### config.mk
export PLATFORM = sky130hd
export DESIGN_NAME = cabac_mvd_left_ctrl_flat
export DESIGN_NICKNAME = d
export VERILOG_FILES = /design/src/rtl/cabac_mvd_left_ctrl_pkg.sv /design/src/rtl/cabac_mvd_left_ctrl_if.sv /design/src/rtl/cabac_mvd_left_ctrl_ctx_calc.sv /design/src/rtl/cabac_mvd_left_ctrl.sv /design/src/flat_wrapper.sv
export SDC_FILE = /design/constraint.sdc
export NUM_CORES = 1
export LEC_CHECK = 0
export ABC_AREA = 0
export CAP_MARGIN = 0
export CELL_PAD_IN_SITES_DETAIL_PLACEMENT = 1
export CELL_PAD_IN_SITES_GLOBAL_PLACEMENT = 1
export CORE_MARGIN = 2
export CORE_UTILIZATION = 30
export DETAILED_ROUTE_END_ITERATION = 10
export HOLD_SLACK_MARGIN = 0.1
export PLACE_DENSITY_LB_ADDON = 0.1
export SYNTH_ARGS = -nofsm -noshare
export SYNTH_HDL_FRONTEND = slang
export SYNTH_SLANG_ARGS = --single-unit
### constraint.sdc
create_clock -name clk -period 4.2 [get_ports clk]
set_input_delay 1.05 -clock clk [delete_from_list [all_inputs] [get_ports clk]]
set_output_delay 1.05 -clock clk [all_outputs]
set_load 0.05 [all_outputs]
### src/rtl/cabac_mvd_left_ctrl_pkg.sv
// Shared types and constants for the CABAC MVD left-neighbour sequencer.
// The optional CLR state is compiled in only when CABAC_MVD_CLR_EN is defined.
`ifndef FMV_WIDTH
`define FMV_WIDTH 8
`endif

package cabac_mvd_left_ctrl_pkg;

  localparam int MVD_W_P = `FMV_WIDTH + 1;

  // Context thresholds on |left| + |top|: below CTX_LO -> 0, above CTX_HI -> 2.
  localparam int unsigned CTX_LO = 3;
  localparam int unsigned CTX_HI = 32;

  typedef enum logic [2:0] {
    ST_IDLE  = 3'd0,
    ST_READ  = 3'd1,
    ST_CALC  = 3'd2,
    ST_WRITE = 3'd3
`ifdef CABAC_MVD_CLR_EN
    ,
    ST_CLR   = 3'd4
`endif
  } state_e;

endpackage

### src/rtl/cabac_mvd_left_ctrl_if.sv
// Request, context and left-memory signals of the MVD left-neighbour sequencer.
// Handshake: a request transfers on a rising edge where req_valid && req_ready.
interface cabac_mvd_left_ctrl_if #(
  parameter int MVD_W = cabac_mvd_left_ctrl_pkg::MVD_W_P
);
  logic               req_valid;
  logic               req_ready;
  logic [1:0]         req_row;
  logic               req_left_avail;
  logic [2*MVD_W-1:0] req_mvd;
  logic [2*MVD_W-1:0] req_top_mvd;
  logic               ctx_valid;
  logic [1:0]         ctx_x;
  logic [1:0]         ctx_y;
  logic               mem_r_en;
  logic [1:0]         mem_r_addr;
  logic [2*MVD_W-1:0] mem_r_data;
  logic               mem_w_en;
  logic [1:0]         mem_w_addr;
  logic [2*MVD_W-1:0] mem_w_data;
  logic [2:0]         dbg_state;

  modport slave (
    input  req_valid, req_row, req_left_avail, req_mvd, req_top_mvd, mem_r_data,
    output req_ready, ctx_valid, ctx_x, ctx_y, mem_r_en, mem_r_addr,
           mem_w_en, mem_w_addr, mem_w_data, dbg_state
  );

  modport master (
    output req_valid, req_row, req_left_avail, req_mvd, req_top_mvd, mem_r_data,
    input  req_ready, ctx_valid, ctx_x, ctx_y, mem_r_en, mem_r_addr,
           mem_w_en, mem_w_addr, mem_w_data, dbg_state
  );
endinterface

### src/rtl/cabac_mvd_left_ctrl_ctx_calc.sv
// Context increment for one MVD component from |left| + |top|.
// |-2^(MVD_W-1)| is representable in MVD_W unsigned bits, so the abs never wraps.
module cabac_mvd_ctx_calc
  import cabac_mvd_left_ctrl_pkg::*;
#(
  parameter int MVD_W = MVD_W_P
) (
  input  logic [MVD_W-1:0] left,
  input  logic [MVD_W-1:0] top,
  output logic [1:0]       ctx
);
  localparam logic [MVD_W:0] LO = (MVD_W+1)'(CTX_LO);
  localparam logic [MVD_W:0] HI = (MVD_W+1)'(CTX_HI);

  logic [MVD_W-1:0] abs_left;
  logic [MVD_W-1:0] abs_top;
  logic [MVD_W:0]   sum;

  assign abs_left = left[MVD_W-1] ? (~left + MVD_W'(1)) : left;
  assign abs_top  = top[MVD_W-1]  ? (~top + MVD_W'(1))  : top;
  assign sum      = {1'b0, abs_left} + {1'b0, abs_top};

  always_comb begin
    ctx = 2'd1;
    if (sum < LO)      ctx = 2'd0;
    else if (sum > HI) ctx = 2'd2;
  end
endmodule

### src/rtl/cabac_mvd_left_ctrl.sv
// Left-neighbour MVD sequencer: read left row, derive x/y contexts, write current MVD back.
// Define CABAC_MVD_CLR_EN to add the clr_i port and the four-row clear sequence.
module cabac_mvd_left_ctrl
  import cabac_mvd_left_ctrl_pkg::*;
#(
  parameter int MVD_W = MVD_W_P
) (
  input  logic                  clk,
  input  logic                  rst,
`ifdef CABAC_MVD_CLR_EN
  input  logic                  clr_i,
`endif
  cabac_mvd_left_ctrl_if.slave  bus
);
  state_e             state_q, state_d;
  logic [1:0]         row_q;
  logic               avail_q;
  logic [2*MVD_W-1:0] mvd_q;
  logic [2*MVD_W-1:0] top_q;
  logic [1:0]         ctx_x_q, ctx_y_q;
  logic [1:0]         ctx_x_d, ctx_y_d;
  logic [2*MVD_W-1:0] left;
  logic               clr_req;
  logic               accept;

`ifdef CABAC_MVD_CLR_EN
  logic [1:0] clr_row_q;
  assign clr_req = clr_i;
`else
  assign clr_req = 1'b0;
`endif

  // A pending clear takes priority over a simultaneous request.
  assign accept = (state_q == ST_IDLE) && bus.req_valid && !clr_req;
  assign left   = avail_q ? bus.mem_r_data : '0;

  cabac_mvd_ctx_calc #(.MVD_W(MVD_W)) u_ctx_x (
    .left (left[MVD_W-1:0]),
    .top  (top_q[MVD_W-1:0]),
    .ctx  (ctx_x_d)
  );

  cabac_mvd_ctx_calc #(.MVD_W(MVD_W)) u_ctx_y (
    .left (left[2*MVD_W-1:MVD_W]),
    .top  (top_q[2*MVD_W-1:MVD_W]),
    .ctx  (ctx_y_d)
  );

  always_ff @(posedge clk) begin
    if (rst) begin
      state_q <= ST_IDLE;
      row_q   <= '0;
      avail_q <= 1'b0;
      mvd_q   <= '0;
      top_q   <= '0;
      ctx_x_q <= '0;
      ctx_y_q <= '0;
`ifdef CABAC_MVD_CLR_EN
      clr_row_q <= '0;
`endif
    end else begin
      state_q <= state_d;
      if (accept) begin
        row_q   <= bus.req_row;
        avail_q <= bus.req_left_avail;
        mvd_q   <= bus.req_mvd;
        top_q   <= bus.req_top_mvd;
      end
      if (state_q == ST_CALC) begin
        ctx_x_q <= ctx_x_d;
        ctx_y_q <= ctx_y_d;
      end
`ifdef CABAC_MVD_CLR_EN
      clr_row_q <= (state_q == ST_CLR) ? clr_row_q + 2'd1 : 2'd0;
`endif
    end
  end

  always_comb begin
    state_d = state_q;
    case (state_q)
      ST_IDLE: begin
`ifdef CABAC_MVD_CLR_EN
        if (clr_req) state_d = ST_CLR;
        else
`endif
        if (bus.req_valid) state_d = ST_READ;
      end
      ST_READ:  state_d = ST_CALC;
      ST_CALC:  state_d = ST_WRITE;
      ST_WRITE: state_d = ST_IDLE;
`ifdef CABAC_MVD_CLR_EN
      ST_CLR:   if (clr_row_q == 2'd3) state_d = ST_IDLE;
`endif
      default:  state_d = ST_IDLE;
    endcase
  end

  // Read and write strobes live in different states, so a row is never read and written together.
  always_comb begin
    bus.req_ready  = 1'b0;
    bus.ctx_valid  = 1'b0;
    bus.mem_r_en   = 1'b0;
    bus.mem_r_addr = '0;
    bus.mem_w_en   = 1'b0;
    bus.mem_w_addr = '0;
    bus.mem_w_data = '0;
    case (state_q)
      ST_IDLE: bus.req_ready = !clr_req;
      ST_READ: begin
        bus.mem_r_en   = 1'b1;
        bus.mem_r_addr = row_q;
      end
      ST_WRITE: begin
        bus.ctx_valid  = 1'b1;
        bus.mem_w_en   = 1'b1;
        bus.mem_w_addr = row_q;
        bus.mem_w_data = mvd_q;
      end
`ifdef CABAC_MVD_CLR_EN
      ST_CLR: begin
        bus.mem_w_en   = 1'b1;
        bus.mem_w_addr = clr_row_q;
      end
`endif
      default: ;
    endcase
  end

  assign bus.ctx_x     = ctx_x_q;
  assign bus.ctx_y     = ctx_y_q;
  assign bus.dbg_state = state_q;
endmodule

### src/flat_wrapper.sv
// flat-port wrapper written by rule: the top's interface ports become plain ports
module cabac_mvd_left_ctrl_flat import cabac_mvd_left_ctrl_pkg::*;
#(
  parameter int MVD_W = MVD_W_P
)
  (clk, rst, bus_req_valid, bus_req_row, bus_req_left_avail, bus_req_mvd, bus_req_top_mvd, bus_mem_r_data, bus_req_ready, bus_ctx_valid, bus_ctx_x, bus_ctx_y, bus_mem_r_en, bus_mem_r_addr, bus_mem_w_en, bus_mem_w_addr, bus_mem_w_data, bus_dbg_state);
  cabac_mvd_left_ctrl_if #(.MVD_W(MVD_W)) bus_i ();
  input  logic clk;
  input  logic rst;
  input wire logic [$bits(bus_i.req_valid)-1:0] bus_req_valid;
  input wire logic [$bits(bus_i.req_row)-1:0] bus_req_row;
  input wire logic [$bits(bus_i.req_left_avail)-1:0] bus_req_left_avail;
  input wire logic [$bits(bus_i.req_mvd)-1:0] bus_req_mvd;
  input wire logic [$bits(bus_i.req_top_mvd)-1:0] bus_req_top_mvd;
  input wire logic [$bits(bus_i.mem_r_data)-1:0] bus_mem_r_data;
  output wire logic [$bits(bus_i.req_ready)-1:0] bus_req_ready;
  output wire logic [$bits(bus_i.ctx_valid)-1:0] bus_ctx_valid;
  output wire logic [$bits(bus_i.ctx_x)-1:0] bus_ctx_x;
  output wire logic [$bits(bus_i.ctx_y)-1:0] bus_ctx_y;
  output wire logic [$bits(bus_i.mem_r_en)-1:0] bus_mem_r_en;
  output wire logic [$bits(bus_i.mem_r_addr)-1:0] bus_mem_r_addr;
  output wire logic [$bits(bus_i.mem_w_en)-1:0] bus_mem_w_en;
  output wire logic [$bits(bus_i.mem_w_addr)-1:0] bus_mem_w_addr;
  output wire logic [$bits(bus_i.mem_w_data)-1:0] bus_mem_w_data;
  output wire logic [$bits(bus_i.dbg_state)-1:0] bus_dbg_state;
  assign bus_i.req_valid = bus_req_valid;
  assign bus_i.req_row = bus_req_row;
  assign bus_i.req_left_avail = bus_req_left_avail;
  assign bus_i.req_mvd = bus_req_mvd;
  assign bus_i.req_top_mvd = bus_req_top_mvd;
  assign bus_i.mem_r_data = bus_mem_r_data;
  assign bus_req_ready = bus_i.req_ready;
  assign bus_ctx_valid = bus_i.ctx_valid;
  assign bus_ctx_x = bus_i.ctx_x;
  assign bus_ctx_y = bus_i.ctx_y;
  assign bus_mem_r_en = bus_i.mem_r_en;
  assign bus_mem_r_addr = bus_i.mem_r_addr;
  assign bus_mem_w_en = bus_i.mem_w_en;
  assign bus_mem_w_addr = bus_i.mem_w_addr;
  assign bus_mem_w_data = bus_i.mem_w_data;
  assign bus_dbg_state = bus_i.dbg_state;
  cabac_mvd_left_ctrl #(.MVD_W(MVD_W)) u_core (.clk(clk), .rst(rst), .bus(bus_i));
endmodule
**Word level (Yosys, flattened, before mapping)**

Cells that the tools add are included.

- Add/sub/neg operators: 6
- Order comparisons: 4
- Equal/unequal tests: 4
- Muxes and demuxes: 17
- Bitwise logic cells: 4
- Reductions and logical operators: 2

Operators by type and width:

| operator | count |
|---|---|
| adder 9 x 1 -> 9 bit (second input constant) | 4 |
| 2-to-1 mux 18 bit | 2 |
| 2-to-1 mux 9 bit | 4 |
| inverter 9 bit | 4 |
| adder 9 x 9 -> 10 bit | 2 |
| greater-than comparator 10 x 6 -> 1 bit (second input constant) | 2 |
| less-than comparator 10 x 2 -> 1 bit (second input constant) | 2 |
| 2-to-1 mux 2 bit | 6 |
| one-hot mux 3 bit (3 select lines) | 1 |
| == test 3 x 2 -> 1 bit (second input constant) | 2 |
| == test 3 x 1 -> 1 bit (second input constant) | 1 |
| logical NOT 3 bit | 1 |
| 2-to-1 mux 1 bit | 3 |
| 2-to-1 mux 3 bit | 1 |
| != test 2 bit (second input constant) | 1 |
| logical AND 1 bit | 1 |

- Bits in registers: 46
- Input bits: 60
- Output and inout bits: 33

**Logic depth before layout (Yosys ltp)**

- Depth in word-level cells: 8
- Mapped depth: 13

**By module**

A second synthesis with hierarchy kept.

- Cell total of the unflattened synthesis: 462
- Area, all modules: 4018.9 um2

Modules (own cells, without submodules):

| module | times used | cells an instance | area an instance (um2) |
|---|---|---|---|
| cabac_mvd_left_ctrl | 1 | 256 | 2447.3 |
| cabac_mvd_ctx_calc | 2 | 103 | 785.8 |

**Worst setup path before layout**

OpenSTA, ideal clock, no wires.

- Kind: input -> register
- Start: input port bus_mem_r_data[13]
- End: register u_core.ctx_y_q[0] (netlist: u_core.bus.ctx_y[0])
- Library setup time: 0.096 ns
- Arrival: 3.641 ns
- Path slack: 0.463 ns
- Stages: 9
- Buffers on the path: 0
- Path through: or3_1 > o311ai_0 > o21ai_0 > ha_1 > nand2_1 > nand2_1 > or4_1 > a221o_1 > o41ai_2

- Longest elaborated chain between the ends: 8
- Elaborated cells on any way between the ends: 9

RTL lines:

| element | RTL line | text |
|---|---|---|
| start: declaration | flat_wrapper.sv:15 | `input wire logic [$bits(bus_i.mem_r_data)-1:0] bus_mem_r_data;` |
| 2-to-1 mux 18 bit (*) | cabac_mvd_left_ctrl.sv:35 | `assign left = avail_q ? bus.mem_r_data : '0;` |
| inverter 9 bit | cabac_mvd_left_ctrl_ctx_calc.sv:19 | `assign abs_left = left[MVD_W-1] ? (~left + MVD_W'(1)) : left;` |
| adder 9 x 1 -> 9 bit | cabac_mvd_left_ctrl_ctx_calc.sv:19 |  |
| 2-to-1 mux 9 bit (*) | cabac_mvd_left_ctrl_ctx_calc.sv:19 |  |
| adder 9 x 9 -> 10 bit (*) | cabac_mvd_left_ctrl_ctx_calc.sv:21 | `assign sum = {1'b0, abs_left} + {1'b0, abs_top};` |
| greater-than comparator 10 x 6 -> 1 bit | cabac_mvd_left_ctrl_ctx_calc.sv:26 | `else if (sum > HI) ctx = 2'd2;` |
| 2-to-1 mux 2 bit | cabac_mvd_left_ctrl_ctx_calc.sv:26 |  |
| 2-to-1 mux 2 bit (*) | cabac_mvd_left_ctrl_ctx_calc.sv:25 | `if (sum < LO) ctx = 2'd0;` |
| end signal: assignment | cabac_mvd_left_ctrl.sv:71 | `ctx_y_q <= ctx_y_d;` |
| end: declaration | cabac_mvd_left_ctrl.sv:20 | `logic [1:0] ctx_x_q, ctx_y_q;` |

Every way passes the cells marked *; elsewhere a longest branch is shown, timed or not.
A chain may end at the register's enable or synchronous reset.

**Worst setup path in the final report**

- Start: input port bus_mem_r_data[4]
- End: register u_core.ctx_x_q[1] (netlist: u_core.bus.ctx_x[1])

- Longest elaborated chain between the ends: 8
- Elaborated cells on any way between the ends: 9

RTL lines:

| element | RTL line | text |
|---|---|---|
| 2-to-1 mux 18 bit (*) | cabac_mvd_left_ctrl.sv:35 |  |
| inverter 9 bit | cabac_mvd_left_ctrl_ctx_calc.sv:19 |  |
| adder 9 x 1 -> 9 bit | cabac_mvd_left_ctrl_ctx_calc.sv:19 |  |
| 2-to-1 mux 9 bit (*) | cabac_mvd_left_ctrl_ctx_calc.sv:19 |  |
| adder 9 x 9 -> 10 bit (*) | cabac_mvd_left_ctrl_ctx_calc.sv:21 |  |
| greater-than comparator 10 x 6 -> 1 bit | cabac_mvd_left_ctrl_ctx_calc.sv:26 |  |
| 2-to-1 mux 2 bit | cabac_mvd_left_ctrl_ctx_calc.sv:26 |  |
| 2-to-1 mux 2 bit (*) | cabac_mvd_left_ctrl_ctx_calc.sv:25 |  |
| end signal: assignment | cabac_mvd_left_ctrl.sv:70 | `ctx_x_q <= ctx_x_d;` |
| end: declaration | cabac_mvd_left_ctrl.sv:20 |  |

Marked as above.

==> metrics.md <==
| Metric | Value |
|---|---|
| Status | finished, final reports clean |
| Vias in the first global route | 3654 |
| Max Slew Vio Count | 0 |
| Period Utilization, post-route | 93.58% |
| CP max FO | 2 |
| CTS Hold Bufs | 0 |
| Synth warn | 0 |
| Post-CTS Resized | 0 |
| Core ar. | 0.01094 mm2 |
| Synth Area per Inst | 7.324 um2 |
| Clock transition at path regs | 0.06 ns |
| Worst IR drop on VDD | 0.0002778 V |
| Crit Path Category | input port to register |
| Antenna-violating nets left | 0 |
| Antenna Cells | 0 |
| FP Rows | 38 |
| Pwr Total | 2.302 mW |
| CTS Buf Count | 5 |
| DRT iter0 DRCs | 125 |
| Setup bufs post-CTS | 0 |
| CP Capture Type | register |
| Worst path max stage delay | 0.48 ns |
| Crit path max-delay family | compound AO/OA/AOI/OAI gates |
| Yosys top cell area share | 26.51% |
| Worst rel slew slack | 53.47% |
| CP Cell Sequence | clkdlybuf4s50_1 -> or3_1 -> o31a_1 -> o31ai_1 -> xnor2_1 -> and2_1 -> ha_1 -> or4b_1 -> a211oi_1 -> o211ai_1 -> o41a_1 |
| Starting Density | 31.08% |
| Async S/R FF share, synth | 0% |
| Seq/Total Area, Yosys | 26.51% |
| GR Overflow Total | 0 |
| Detailed Place HPWL | 7794 um |
| Worst EP required | 4.37 ns |
| RSZ-0062 raised after global routing | false |
| Critical Path Slowest Stage Cell | or4b_1 |
| Share of post-route cells with drive strength above 1 | 6.607% |
| GP Congestion | 0.8369 |
| Pre-CTS setup slack | -0.07162 ns |
| WP buf/inv | 1 |
| Largest net degree at the start of global routing | 30 |
| Worst-case clock buffer depth | 2 |
| Actual slew at the worst max-slew pin | 0.6979 ns |
| Max-cap violation count | 0 |
| Die Ht | 110.4 um |
| Setup-failing EPs final | 0 |
| IO Port Bufs | 91 |
| Critical Path AT | 4.10 ns |
| Post-route DRC | 0 |
| Hold Crit Class | register to register |
| First-pass GRT wire length | 17160 um |
| Gate Count Post-Synth | 464 |
| Vias per cell | 4.930 |
| Final instance area | 0.004717 mm2 |
| Root Driver | clkbuf_16 |
| Synthesized area | 0.003398 mm2 |
| Post-place instance area | 0.004541 mm2 |
| Post-synth EDFFs | 0 |
| Final net count | 647 |
| CTS H-tree depth | 2 |
| CTS tree | built |
| Wire per inst | 14.51 um |
| Skew-Pair Late Insertion Delay | 0.28 ns |
| Fin cells | 700 |
| Area leader, netlist | dfxtp_1 |
| Finished Core Util | 43.14% |
| Type of origin of the critical path | input port |
| Clock Skews | 0.004152 ns |
| Yosys reg bits | 45 |
| Pre-antenna DRT Iters | 4 |
| Syn nets | 552 |
| Netlist cell types | 58 |
| Area contributors post-synth | dfxtp_1 27%, nand2_1 13%, ha_1 9.6% |
| Min Tclk post-route | 3.930 ns |
| Area delta synth->final | 38.81% |
| Final Hold Fails | 0 |
| GRT Util Overall | 16.52% |
| Post-route setup slack | 0.2696 ns |
| Top-Level Pins | 93 |
| Die area | 0.01219 mm2 |
| Peak Freq | 254.4 MHz |
| Detailed Route WL | 10160 um |
| Chip Width | 110.4 um |
| Antenna violations before repair | 0 |
| Power Density | 488.0 mW/mm2 |
| DR vias | 3451 |
| DP Cell Count | 692 |
| Leak | 1.872 nW |
| Clock sinks | 45 |
| Top FF cell, synth | dfxtp_1 |
-- routing by layer --
metal / vias to the layer above / routed length (um) / part of all wire, % / global-route usage, %
met2: 81 / 4607 / 45 / 27.12
met1: 1597 / 4779 / 47 / 21.20
met3: 4 / 709 / 7.0 / 5.598
met4: 0 / 61 / 0.60 / 3.167
met5: - / 0 / 0 / 0
li1: 1769 / - / - / -
-- cells in the mapped netlist, types with 2 or more instances --
cell         n
clkbuf_1    21
nor3_1       2
o31a_1       2
nor2b_1      5
nor2_1      16
nand2b_1     8
nand3_1      6
a21oi_1     47
a21o_1       2
mux2i_1      2
o211ai_1     2
o21bai_1     2
xor2_1       2
o2bb2ai_1    2
nor3b_1      2
o221ai_1     2
mux2_2       3
nor4_1       2
a211oi_1     7
xnor2_1     23
buf_4        2
o31ai_1      6
and2_1      34
o21ai_0     16
dfxtp_1     45
o41ai_1      2
nand2_1    114
nor4b_1      2
and3_1       2
ha_1        26
inv_1       22
a31o_2       2
or3_1        4
a221o_1      2
or4_1        3
fa_1         2
-- worst register-to-register path: cells and delay by family (launching register included) --
family	cells	cell delay [ns]
and+or+nand+nor	5	1.08
AOI/OAI and AO/OA	3	0.80
DFF	1	0.63
adders and majority gates	2	0.58
xor gates and xnor gates	1	0.14
-- registers in the layout, indices dropped and copies added (netlist names) --
| register | count |
|---|---|
| u_core.avail_q | 1 |
| u_core.bus.ctx_x | 2 |
| u_core.bus.ctx_y | 2 |
| u_core.bus.dbg_state | 2 |
| u_core.mvd_q | 18 |
| u_core.row_q | 2 |
| u_core.top_q | 18 |
-- final cells by class --
class,instances,area [um2]
fill,1397,6218
multi-input combinational,374,2321
timing repair buffer,111,1061
sequential,45,900.9
tap,140,175.2
clock buffer,6,138.9
inverter,22,82.58
clock inverter,2,37.54
-- where the power goes --
| group | switching (mW) | internal [mW] | total (mW) |
|---|---|---|---|
| Clock | 0.171 | 0.297 | 0.469 |
| Sequential | 0.0858 | 0.520 | 0.606 |
| Combinational | 0.722 | 0.506 | 1.23 |
-- stage by stage --
step | TNS [ns] | hold slack [ns]
floorplan | 0 | 0.4317
global placement | -0.006545 | 0.4367
detailed placement | -0.08357 | 0.4457
CTS | 0 | 0.4566
global route | 0 | 0.4724
finish | 0 | 0.4539
-- cells in the final DEF (no fill, tap or decap), types with 3 or more instances in the layout --
master / n
nor2b_1: 5
nand3_1: 6
clkdlybuf4s50_1: 91
ha_1: 26
o31ai_1: 6
nor2_1: 16
a211oi_1: 7
mux2_2: 3
dfxtp_1: 45
buf_4: 20
inv_1: 22
and2_1: 34
or4_1: 3
a21oi_1: 47
clkbuf_16: 5
nand2b_1: 8
or3_1: 4
o21ai_0: 15
nand2_1: 114
xnor2_1: 23
-- cell families after synthesis --
family	synth area share [%]
AOI/OAI and AO/OA	20.77
xor gates and xnor gates	6.443
adders and majority gates	10.75
buffers and inverters	5.191
DFF	26.51
muxes	1.583
other	0.1104
and+or+nand+nor	28.65
-- worst paths after layout --
check / depth (start not counted) / endpoint / slack, ns / from
worst min-delay path: 2 / u_core.mvd_q[15] / 0.45 / u_core.mvd_q[15]
worst max-delay path: 11 / u_core.bus.ctx_x[1] / 0.27 / bus_mem_r_data[4]
worst min register to register: 2 / u_core.mvd_q[15] / 0.45 / u_core.mvd_q[15]
worst max register to register: 11 / u_core.bus.ctx_y[0] / 0.90 / u_core.avail_q
No activity file was read; power rests on OpenSTA's default activity.
